==> src/rtl/model_matrix_sequencer_pkg.sv <==
// ============================================================================
// Module   : model_seq_pkg
// Purpose  : Shared types and Q-format constants for the model-matrix sequencer
// Revision : 1.0
// ============================================================================
`default_nettype none

package model_seq_pkg;

    typedef enum logic [2:0] {
        IDLE   = 3'd0,
        UPD    = 3'd1,
        SETTLE = 3'd2,
        STREAM = 3'd3,
        DONE   = 3'd4
    } seq_state_t;

    localparam logic signed [12:0] PI_Q8_DEF     = 13'sh0324;
    localparam logic signed [12:0] TWO_PI_Q8_DEF = 13'sh0648;
    localparam logic        [15:0] ONE_Q8        = 16'h0100;

    // Entry k holds row k/4, column k%4 in Q8.8.
    typedef logic [15:0][15:0] mat4_q8_t;

endpackage

`default_nettype wire

==> src/rtl/model_matrix_sequencer_if.sv <==
// ============================================================================
// Module   : model_matrix_sequencer_if
// Purpose  : Valid/ready stream carrying the 16 matrix entries downstream
// Revision : 1.0
// ============================================================================
`default_nettype none

interface model_matrix_sequencer_if;
    logic        m_valid;
    logic        m_ready;
    logic [15:0] m_data;
    logic [3:0]  m_index;
    logic        m_last;

    modport master (output m_valid, m_data, m_index, m_last, input m_ready);
    modport slave  (input m_valid, m_data, m_index, m_last, output m_ready);
endinterface

`default_nettype wire

==> src/rtl/model_matrix_sequencer_angle_wrap.sv <==
// ============================================================================
// Module   : angle_wrap_q8
// Purpose  : Combinational Q5.8 angle + step, wrapped back into [-pi, pi)
// Revision : 1.0
// ============================================================================
`default_nettype none

module angle_wrap_q8 #(
    parameter logic signed [12:0] PI_Q8     = 13'sh0324,
    parameter logic signed [12:0] TWO_PI_Q8 = 13'sh0648
) (
    input  wire logic signed [12:0] angle,
    input  wire logic signed [12:0] step,
    output logic signed [12:0]      wrapped
);

    localparam logic signed [13:0] PI_W     = 14'(PI_Q8);
    localparam logic signed [13:0] TWO_PI_W = 14'(TWO_PI_Q8);

    logic signed [13:0] sum;
    logic signed [13:0] adj;

    // |step| <= pi keeps the sum within one period of the range.
    always_comb begin
        sum = 14'(angle) + 14'(step);
        adj = sum;
        if (sum >= PI_W) begin
            adj = sum - TWO_PI_W;
        end else if (sum < -PI_W) begin
            adj = sum + TWO_PI_W;
        end
        wrapped = adj[12:0];
    end

endmodule

`default_nettype wire

==> src/rtl/model_matrix_sequencer.sv <==
// ============================================================================
// Module   : model_matrix_sequencer
// Purpose  : Per-frame angle update, generator drive, settle, snapshot, stream
// Revision : 1.0
// ============================================================================
`default_nettype none

module model_matrix_sequencer
    import model_seq_pkg::*;
#(
    parameter int                 SETTLE_CYCLES = 3,
    parameter logic signed [12:0] PI_Q8         = PI_Q8_DEF,
    parameter logic signed [12:0] TWO_PI_Q8     = TWO_PI_Q8_DEF
) (
    input  wire logic        Clk,
    input  wire logic        Reset,
    input  wire logic        frame_start,
    input  wire logic        pause,
    input  wire logic [12:0] angle_step,
    input  wire logic [15:0] cfg_scale,
    input  wire logic [15:0] cfg_x,
    input  wire logic [15:0] cfg_y,
    input  wire logic [15:0] cfg_z,
    output logic [12:0]      gen_angle,
    output logic [15:0]      gen_scale,
    output logic [15:0]      gen_x,
    output logic [15:0]      gen_y,
    output logic [15:0]      gen_z,
    input  wire mat4_q8_t    gen_matrix,
    model_matrix_sequencer_if.master m,
    output logic             busy,
    output logic             frame_done,
    output logic             overrun
);

    seq_state_t  state_q, state_d;
    logic [12:0] gen_angle_q, gen_angle_d;
    logic [15:0] gen_scale_q, gen_scale_d;
    logic [15:0] gen_x_q, gen_x_d, gen_y_q, gen_y_d, gen_z_q, gen_z_d;
    logic [3:0]  cnt_q, cnt_d;
    mat4_q8_t    snap_q, snap_d;
    logic [3:0]  idx_q, idx_d;
    logic [15:0] data_q, data_d;
    logic        valid_q, valid_d, last_q, last_d;
    logic        busy_q, busy_d, done_q, done_d;
    logic        overrun_q, overrun_d, pending_q, pending_d;
    logic signed [12:0] angle_next;

    angle_wrap_q8 #(
        .PI_Q8     (PI_Q8),
        .TWO_PI_Q8 (TWO_PI_Q8)
    ) u_wrap (
        .angle   (gen_angle_q),
        .step    (angle_step),
        .wrapped (angle_next)
    );

    always_comb begin
        state_d     = state_q;
        gen_angle_d = gen_angle_q;
        gen_scale_d = gen_scale_q;
        gen_x_d     = gen_x_q;
        gen_y_d     = gen_y_q;
        gen_z_d     = gen_z_q;
        cnt_d       = cnt_q;
        snap_d      = snap_q;
        idx_d       = idx_q;
        data_d      = data_q;
        valid_d     = valid_q;
        last_d      = last_q;
        done_d      = 1'b0;
        overrun_d   = overrun_q;
        pending_d   = pending_q;

        // Requests outside IDLE (including the DONE->IDLE cycle) are queued, one deep.
        if (frame_start && (state_q != IDLE)) begin
            pending_d = 1'b1;
            if (pending_q) begin
                overrun_d = 1'b1;
            end
        end

        case (state_q)
            IDLE: begin
                if (frame_start || pending_q) begin
                    state_d   = UPD;
                    pending_d = 1'b0;
                end
            end
            UPD: begin
                gen_scale_d = cfg_scale;
                gen_x_d     = cfg_x;
                gen_y_d     = cfg_y;
                gen_z_d     = cfg_z;
                if (!pause) begin
                    gen_angle_d = angle_next;
                end
                cnt_d   = 4'(SETTLE_CYCLES - 1);
                state_d = SETTLE;
            end
            SETTLE: begin
                if (cnt_q == 4'd0) begin
                    snap_d  = gen_matrix;
                    idx_d   = 4'd0;
                    data_d  = gen_matrix[0];
                    last_d  = 1'b0;
                    valid_d = 1'b1;
                    state_d = STREAM;
                end else begin
                    cnt_d = cnt_q - 4'd1;
                end
            end
            STREAM: begin
                if (valid_q && m.m_ready) begin
                    if (idx_q != 4'd15) begin
                        idx_d  = idx_q + 4'd1;
                        data_d = snap_q[idx_q + 4'd1];
                        last_d = (idx_q == 4'd14);
                    end else begin
                        valid_d = 1'b0;
                        last_d  = 1'b0;
                        idx_d   = 4'd0;
                        done_d  = 1'b1;
                        state_d = DONE;
                    end
                end
            end
            DONE: begin
                state_d = IDLE;
            end
            default: begin
                state_d = IDLE;
            end
        endcase

        busy_d = (state_d != IDLE);
    end

    always_ff @(posedge Clk) begin
        if (Reset) begin
            state_q     <= IDLE;
            gen_angle_q <= 13'd0;
            gen_scale_q <= ONE_Q8;
            gen_x_q     <= 16'd0;
            gen_y_q     <= 16'd0;
            gen_z_q     <= 16'd0;
            cnt_q       <= 4'd0;
            snap_q      <= '0;
            idx_q       <= 4'd0;
            data_q      <= 16'd0;
            valid_q     <= 1'b0;
            last_q      <= 1'b0;
            busy_q      <= 1'b0;
            done_q      <= 1'b0;
            overrun_q   <= 1'b0;
            pending_q   <= 1'b0;
        end else begin
            state_q     <= state_d;
            gen_angle_q <= gen_angle_d;
            gen_scale_q <= gen_scale_d;
            gen_x_q     <= gen_x_d;
            gen_y_q     <= gen_y_d;
            gen_z_q     <= gen_z_d;
            cnt_q       <= cnt_d;
            snap_q      <= snap_d;
            idx_q       <= idx_d;
            data_q      <= data_d;
            valid_q     <= valid_d;
            last_q      <= last_d;
            busy_q      <= busy_d;
            done_q      <= done_d;
            overrun_q   <= overrun_d;
            pending_q   <= pending_d;
        end
    end

    assign gen_angle  = gen_angle_q;
    assign gen_scale  = gen_scale_q;
    assign gen_x      = gen_x_q;
    assign gen_y      = gen_y_q;
    assign gen_z      = gen_z_q;
    assign m.m_valid  = valid_q;
    assign m.m_data   = data_q;
    assign m.m_index  = idx_q;
    assign m.m_last   = last_q;
    assign busy       = busy_q;
    assign frame_done = done_q;
    assign overrun    = overrun_q;

endmodule

`default_nettype wire

==> src/flat_wrapper.sv <==
// flat-port wrapper written by rule: the top's interface ports become plain ports
module model_matrix_sequencer_flat import model_seq_pkg::*;
#(
    parameter int                 SETTLE_CYCLES = 3,
    parameter logic signed [12:0] PI_Q8         = PI_Q8_DEF,
    parameter logic signed [12:0] TWO_PI_Q8     = TWO_PI_Q8_DEF
)
  (Clk, Reset, frame_start, pause, angle_step, cfg_scale, cfg_x, cfg_y, cfg_z, gen_angle, gen_scale, gen_x, gen_y, gen_z, gen_matrix, busy, frame_done, overrun, m_m_valid, m_m_data, m_m_index, m_m_last, m_m_ready);
  model_matrix_sequencer_if m_i ();
  input  wire logic Clk;
  input  wire logic Reset;
  input  wire logic frame_start;
  input  wire logic pause;
  input  wire logic [12:0] angle_step;
  input  wire logic [15:0] cfg_scale;
  input  wire logic [15:0] cfg_x;
  input  wire logic [15:0] cfg_y;
  input  wire logic [15:0] cfg_z;
  output logic [12:0] gen_angle;
  output logic [15:0] gen_scale;
  output logic [15:0] gen_x;
  output logic [15:0] gen_y;
  output logic [15:0] gen_z;
  input  wire mat4_q8_t gen_matrix;
  output logic busy;
  output logic frame_done;
  output logic overrun;
  output wire logic [$bits(m_i.m_valid)-1:0] m_m_valid;
  output wire logic [$bits(m_i.m_data)-1:0] m_m_data;
  output wire logic [$bits(m_i.m_index)-1:0] m_m_index;
  output wire logic [$bits(m_i.m_last)-1:0] m_m_last;
  input wire logic [$bits(m_i.m_ready)-1:0] m_m_ready;
  assign m_m_valid = m_i.m_valid;
  assign m_m_data = m_i.m_data;
  assign m_m_index = m_i.m_index;
  assign m_m_last = m_i.m_last;
  assign m_i.m_ready = m_m_ready;
  model_matrix_sequencer #(.SETTLE_CYCLES(SETTLE_CYCLES), .PI_Q8(PI_Q8), .TWO_PI_Q8(TWO_PI_Q8)) u_core (.Clk(Clk), .Reset(Reset), .frame_start(frame_start), .pause(pause), .angle_step(angle_step), .cfg_scale(cfg_scale), .cfg_x(cfg_x), .cfg_y(cfg_y), .cfg_z(cfg_z), .gen_angle(gen_angle), .gen_scale(gen_scale), .gen_x(gen_x), .gen_y(gen_y), .gen_z(gen_z), .gen_matrix(gen_matrix), .m(m_i), .busy(busy), .frame_done(frame_done), .overrun(overrun));
endmodule
==> config.mk <==
export PLATFORM = sky130hd
export DESIGN_NAME = model_matrix_sequencer_flat
export DESIGN_NICKNAME = d
export VERILOG_FILES = /design/src/rtl/model_matrix_sequencer_pkg.sv /design/src/rtl/model_matrix_sequencer_if.sv /design/src/rtl/model_matrix_sequencer_angle_wrap.sv /design/src/rtl/model_matrix_sequencer.sv /design/src/flat_wrapper.sv
export SDC_FILE = /design/constraint.sdc
export NUM_CORES = 1
export LEC_CHECK = 0
export CAP_MARGIN = 25
export CORE_UTILIZATION = 48
export CTS_BUF_LIST = sky130_fd_sc_hd__clkbuf_4
export DETAILED_ROUTE_END_ITERATION = 12
export GPL_TIMING_DRIVEN = 0
export MAX_ROUTING_LAYER = met4
export PLACE_DENSITY_LB_ADDON = 0.25
export SYNTH_ARGS = -nofsm -noshare
export SYNTH_HDL_FRONTEND = slang
export SYNTH_HIERARCHICAL = 1
export SYNTH_SLANG_ARGS = --single-unit
==> constraint.sdc <==
create_clock -name Clk -period 4.6 [get_ports Clk]
set_input_delay 0.92 -clock Clk [delete_from_list [all_inputs] [get_ports Clk]]
set_output_delay 0.92 -clock Clk [all_outputs]
set_load 0.005 [all_outputs]
==> metrics.log <==
INFO  metric number_of_h_tree_levels = 3
INFO  metric post_drt_via_cell_ratio = 5.47
INFO  metric final_min_period_over_clock_period = a little under 90%
INFO  metric fillers = between 2000 and 3000
INFO  metric dr.first_iter.drc_count = about 1200
INFO  metric min-delay-start = u_core/snap_q[88]
INFO  metric cell_type_of_the_slowest_stage_on_the_worst_timing_path = sky130_fd_sc_hd__clkbuf_1
INFO  metric floorplan.initialDensity = about half
INFO  metric critPathLaunchType = register
INFO  metric gr-total-overflow = 0
INFO  metric minimum_clock_period = 4020 ps
INFO  metric register_bit_total_from_synthesis = 366
INFO  metric routed_wl = 56300 um
INFO  metric critical_path.endpoint_type = register
INFO  metric slew_headroom = 34.8%
INFO  metric tritoncts_clock_tree = built
INFO  metric max-cap-violations = 0
INFO  metric finalHoldWorstSlack = ~450 ps
INFO  metric per_cell_routed_wire_length = 19.2 um
INFO  metric total_nets_final = 2781
INFO  metric cts.repair_timing.setup_buffer_count = 0
INFO  metric ioPinCount = 440
INFO  metric vias = approximately 16000
INFO  metric placed_cells = between 2000 and 3000
INFO  metric worst_ep_required_time = around 5200 ps
INFO  metric post-place-ws = 31.8 ps
INFO  metric ctsLongestPathBuffers = 3
INFO  metric status = finished, final reports clean
INFO  metric route.antenna.remaining_nets = 0
INFO  metric drt_first_pass_iters = 7
INFO  metric cts_sinks = 366
INFO  metric place.gp.congestion = 0.934
INFO  metric area.growth.synth_to_final = 38.3%
INFO  metric cp_cell_sequence = buf_4 -> buf_4 -> inv_2 -> buf_1 -> ha_1 -> clkbuf_1 -> mux4_1 -> mux2_2 -> a22oi_1 -> o211ai_2
INFO  metric regArea = 7330 um^2
INFO  metric post_layout_total_power = 8.83 mW
INFO  metric worst_hold_path.endpoint = u_core/snap_q[88]
INFO  metric pwr_density_cell = 400 nW/um^2
INFO  metric total_clock_buffers_created_by_cts = 95
INFO  metric crit_path_frequent_cell = sky130_fd_sc_hd__buf_4
INFO  metric syn_nets = ~2200
INFO  metric postPlaceCellArea = 20900 um^2
INFO  metric initial_antenna_violation_count = 3
INFO  metric cell_area_synth = around 16000 um^2
INFO  metric share_of_layout_cells_above_drive_strength_1 = 12.0%
INFO  metric grt_setup_unrepaired = false
INFO  metric rr_endpoint = u_core/m.m_data[10]
INFO  metric cellLeakagePower = 7.95 nW
INFO  metric slew_viol_final = 0
INFO  metric avgSynthCellArea = 8.45 um^2
INFO  metric layout.cells.most_common_list = sky130_fd_sc_hd__nand2_1 (692), sky130_fd_sc_hd__clkdlybuf4s50_1 (438), sky130_fd_sc_hd__dfxtp_1 (366), sky130_fd_sc_hd__a21oi_1 (345), sky130_fd_sc_hd__clkbuf_4 (137)
INFO  metric number_of_hold_buffers_added_after_cts = 0
INFO  metric crit_fanout = 10
INFO  metric worst_r2r_path_depth = 10
INFO  metric r2r-start = u_core/m.m_index[0]
INFO  metric die_height = 184 um
INFO  metric clockRootBuffer = sky130_fd_sc_hd__clkbuf_4
INFO  metric synthDistinctLibCells = 73
INFO  metric worst_skew_pair.late_latency = 740 ps
INFO  metric synth_largest_area_cell = sky130_fd_sc_hd__dfxtp_1
INFO  metric ys_top_cells_by_area = sky130_fd_sc_hd__dfxtp_1 (46%), sky130_fd_sc_hd__nand2_1 (16%), sky130_fd_sc_hd__a21oi_1 (11%)
INFO  metric min-delay-path-class = reg2reg
INFO  metric holdPathStages = 2
INFO  metric dpl.hpwl = 44100 um
INFO  metric grt_pass1_wl = 83900 um
INFO  metric grt_max_degree = 15
INFO  metric setup.worst_path.class = reg2reg
INFO  metric r2r_setup_slack = 580 ps
INFO  metric cell_row_count = 66
INFO  metric report.final.hold_viol_count = 0
INFO  metric clkSlewWorstSetupHoldPaths = about 70 ps
INFO  metric final.setup_skew = 41.3 ps
INFO  metric finalInstanceArea = 22100 um^2
INFO  metric layout.cells.non_filler = 2933
INFO  metric fmax = 249 MHz
INFO  metric post-route-util = between 60% and 70%
INFO  metric die_area = ~34000 um^2
INFO  metric synth_cells = between 1500 and 2000
INFO  metric numPortBuffers = 438
INFO  metric setup-tns-final = 0 ps
INFO  metric synth_top_area_share = 45.9%
INFO  metric core_area = 32600 um^2
INFO  metric grt_pass1_vias = 15600
INFO  metric postSynth.asyncResetShare = 0%
INFO  metric synth_enable_flop_cells = 0
INFO  metric cp_arrival = roughly 4600 ps
INFO  metric ctsResizeCount = 0
INFO  metric yosys_most_used_dff = sky130_fd_sc_hd__dfxtp_1
INFO  metric tightestPinTransition = about 970 ps
INFO  metric route.detailed.drc = 0
INFO  metric multiInputGateArea = 7940 um^2
INFO  metric ys_warn_count = 6
INFO  metric cp_slowest_stage_delay = between 700 and 800 ps
INFO  metric die_width = between 150 and 200 um
INFO  metric yosysSeqAreaShare = 45.9%
INFO  metric final_setup_violation_count = 0
INFO  metric grt.total_usage = 33.6%
INFO  metric final_common_cell = sky130_fd_sc_hd__nand2_1
INFO  metric worst_slack = 580 ps
INFO  metric worst_ir_drop_vdd = approximately 220 uV
==> cells in the mapped netlist, types with 4 or more instances <==
cell and n:
sky130_fd_sc_hd__and3_1 4, sky130_fd_sc_hd__a21o_1 4, sky130_fd_sc_hd__mux2_2 16, sky130_fd_sc_hd__nor2_1 28
sky130_fd_sc_hd__mux4_2 61, sky130_fd_sc_hd__a22oi_1 11, sky130_fd_sc_hd__nand2_1 692, sky130_fd_sc_hd__a21oi_1 345
sky130_fd_sc_hd__buf_4 7, sky130_fd_sc_hd__nand2b_1 27, sky130_fd_sc_hd__nand3_1 6, sky130_fd_sc_hd__buf_6 6
sky130_fd_sc_hd__mux2i_1 4, sky130_fd_sc_hd__inv_1 8, sky130_fd_sc_hd__buf_2 37, sky130_fd_sc_hd__a311oi_1 4
sky130_fd_sc_hd__buf_1 4, sky130_fd_sc_hd__o211ai_1 12, sky130_fd_sc_hd__nor3_1 11, sky130_fd_sc_hd__o221ai_1 16
sky130_fd_sc_hd__dfxtp_1 366, sky130_fd_sc_hd__xnor2_1 12, sky130_fd_sc_hd__a31oi_1 7, sky130_fd_sc_hd__xor2_1 7
sky130_fd_sc_hd__clkbuf_1 90, sky130_fd_sc_hd__a32oi_1 4, sky130_fd_sc_hd__or3_1 4, sky130_fd_sc_hd__ha_1 19
sky130_fd_sc_hd__o21ai_0 7, sky130_fd_sc_hd__o211ai_2 5
==> cell families (layout without fill, tap and decap cells) <==
logic type	count (synthesis)	after routing	synth area share (%)
other	0	3	0
adder cells (fa/ha/maj)	20	20	1.61
AO/OA/AOI/OAI	445	445	16.1
buffers and inverters	153	753	4.34
AND/OR/NAND/NOR	799	799	20.3
multiplexers	84	84	10.5
flip-flops	366	366	45.9
XOR/XNOR	21	21	1.25
==> where the power goes <==
part | internal [mW] | total, mW | switching [mW]
clock network | 1.42 | 2.75 | 1.33
logic | 1.05 | 2.32 | 1.27
registers | 3.54 | 3.76 | 0.221
==> state kept, by name, indices dropped and copies added (netlist names), 3 cells and up <==
name              cells
u_core/gen_x         16
u_core/m.m_data      16
u_core/state_q        3
u_core/gen_scale     16
u_core/cnt_q          4
u_core/gen_angle     13
u_core/snap_q       256
u_core/m.m_index      4
u_core/gen_z         16
u_core/gen_y         16
==> worst max-delay path, delay by kind of cell (launching register included) <==
family | cells | cell delay (ps)
mux | 2 | 1050
fa+ha+maj | 1 | 460
compound gates | 2 | 310
buf+inv | 5 | 1720
flops | 1 | 360
==> final cells by class <==
cell class	instances	share of cell area [%]
Buffer	144	2.98
Antenna cell	3	0.0340
Timing Repair Buffer	438	19.9
Clock inverter	25	0.663
Clock buffer	137	4.66
Sequential cell	366	33.2
Multi-Input combinational cell	1369	36.0
Inverter	9	0.153
Tap cell	442	2.50
==> worst max-delay path by stage <==
stage	startpoint	end	slack [ps]	cells past startpoint
after floorplan	angle_step[5]	u_core/gen_angle[7]	800	12
after global placement	angle_step[1]	u_core/gen_angle[7]	40	13
after detailed placement	angle_step[1]	u_core/gen_angle[9]	30	13
after CTS	u_core/m.m_index[0]	u_core/m.m_data[10]	570	10
after global routing	u_core/m.m_index[0]	u_core/m.m_data[10]	310	10
final	u_core/m.m_index[0]	u_core/m.m_data[10]	580	10
==> per-layer routing <==
metal / GRT usage, % / vias up / wire [um]
met1: 37.1 / 7537 / 21100
met2: 57.4 / 797 / 27500
met4: 15.4 / 0 / 2520
li1: - / 7577 / -
met3: 7.69 / 135 / 5190
met5: - / - / 0
(Power assumes the default switching activity.)
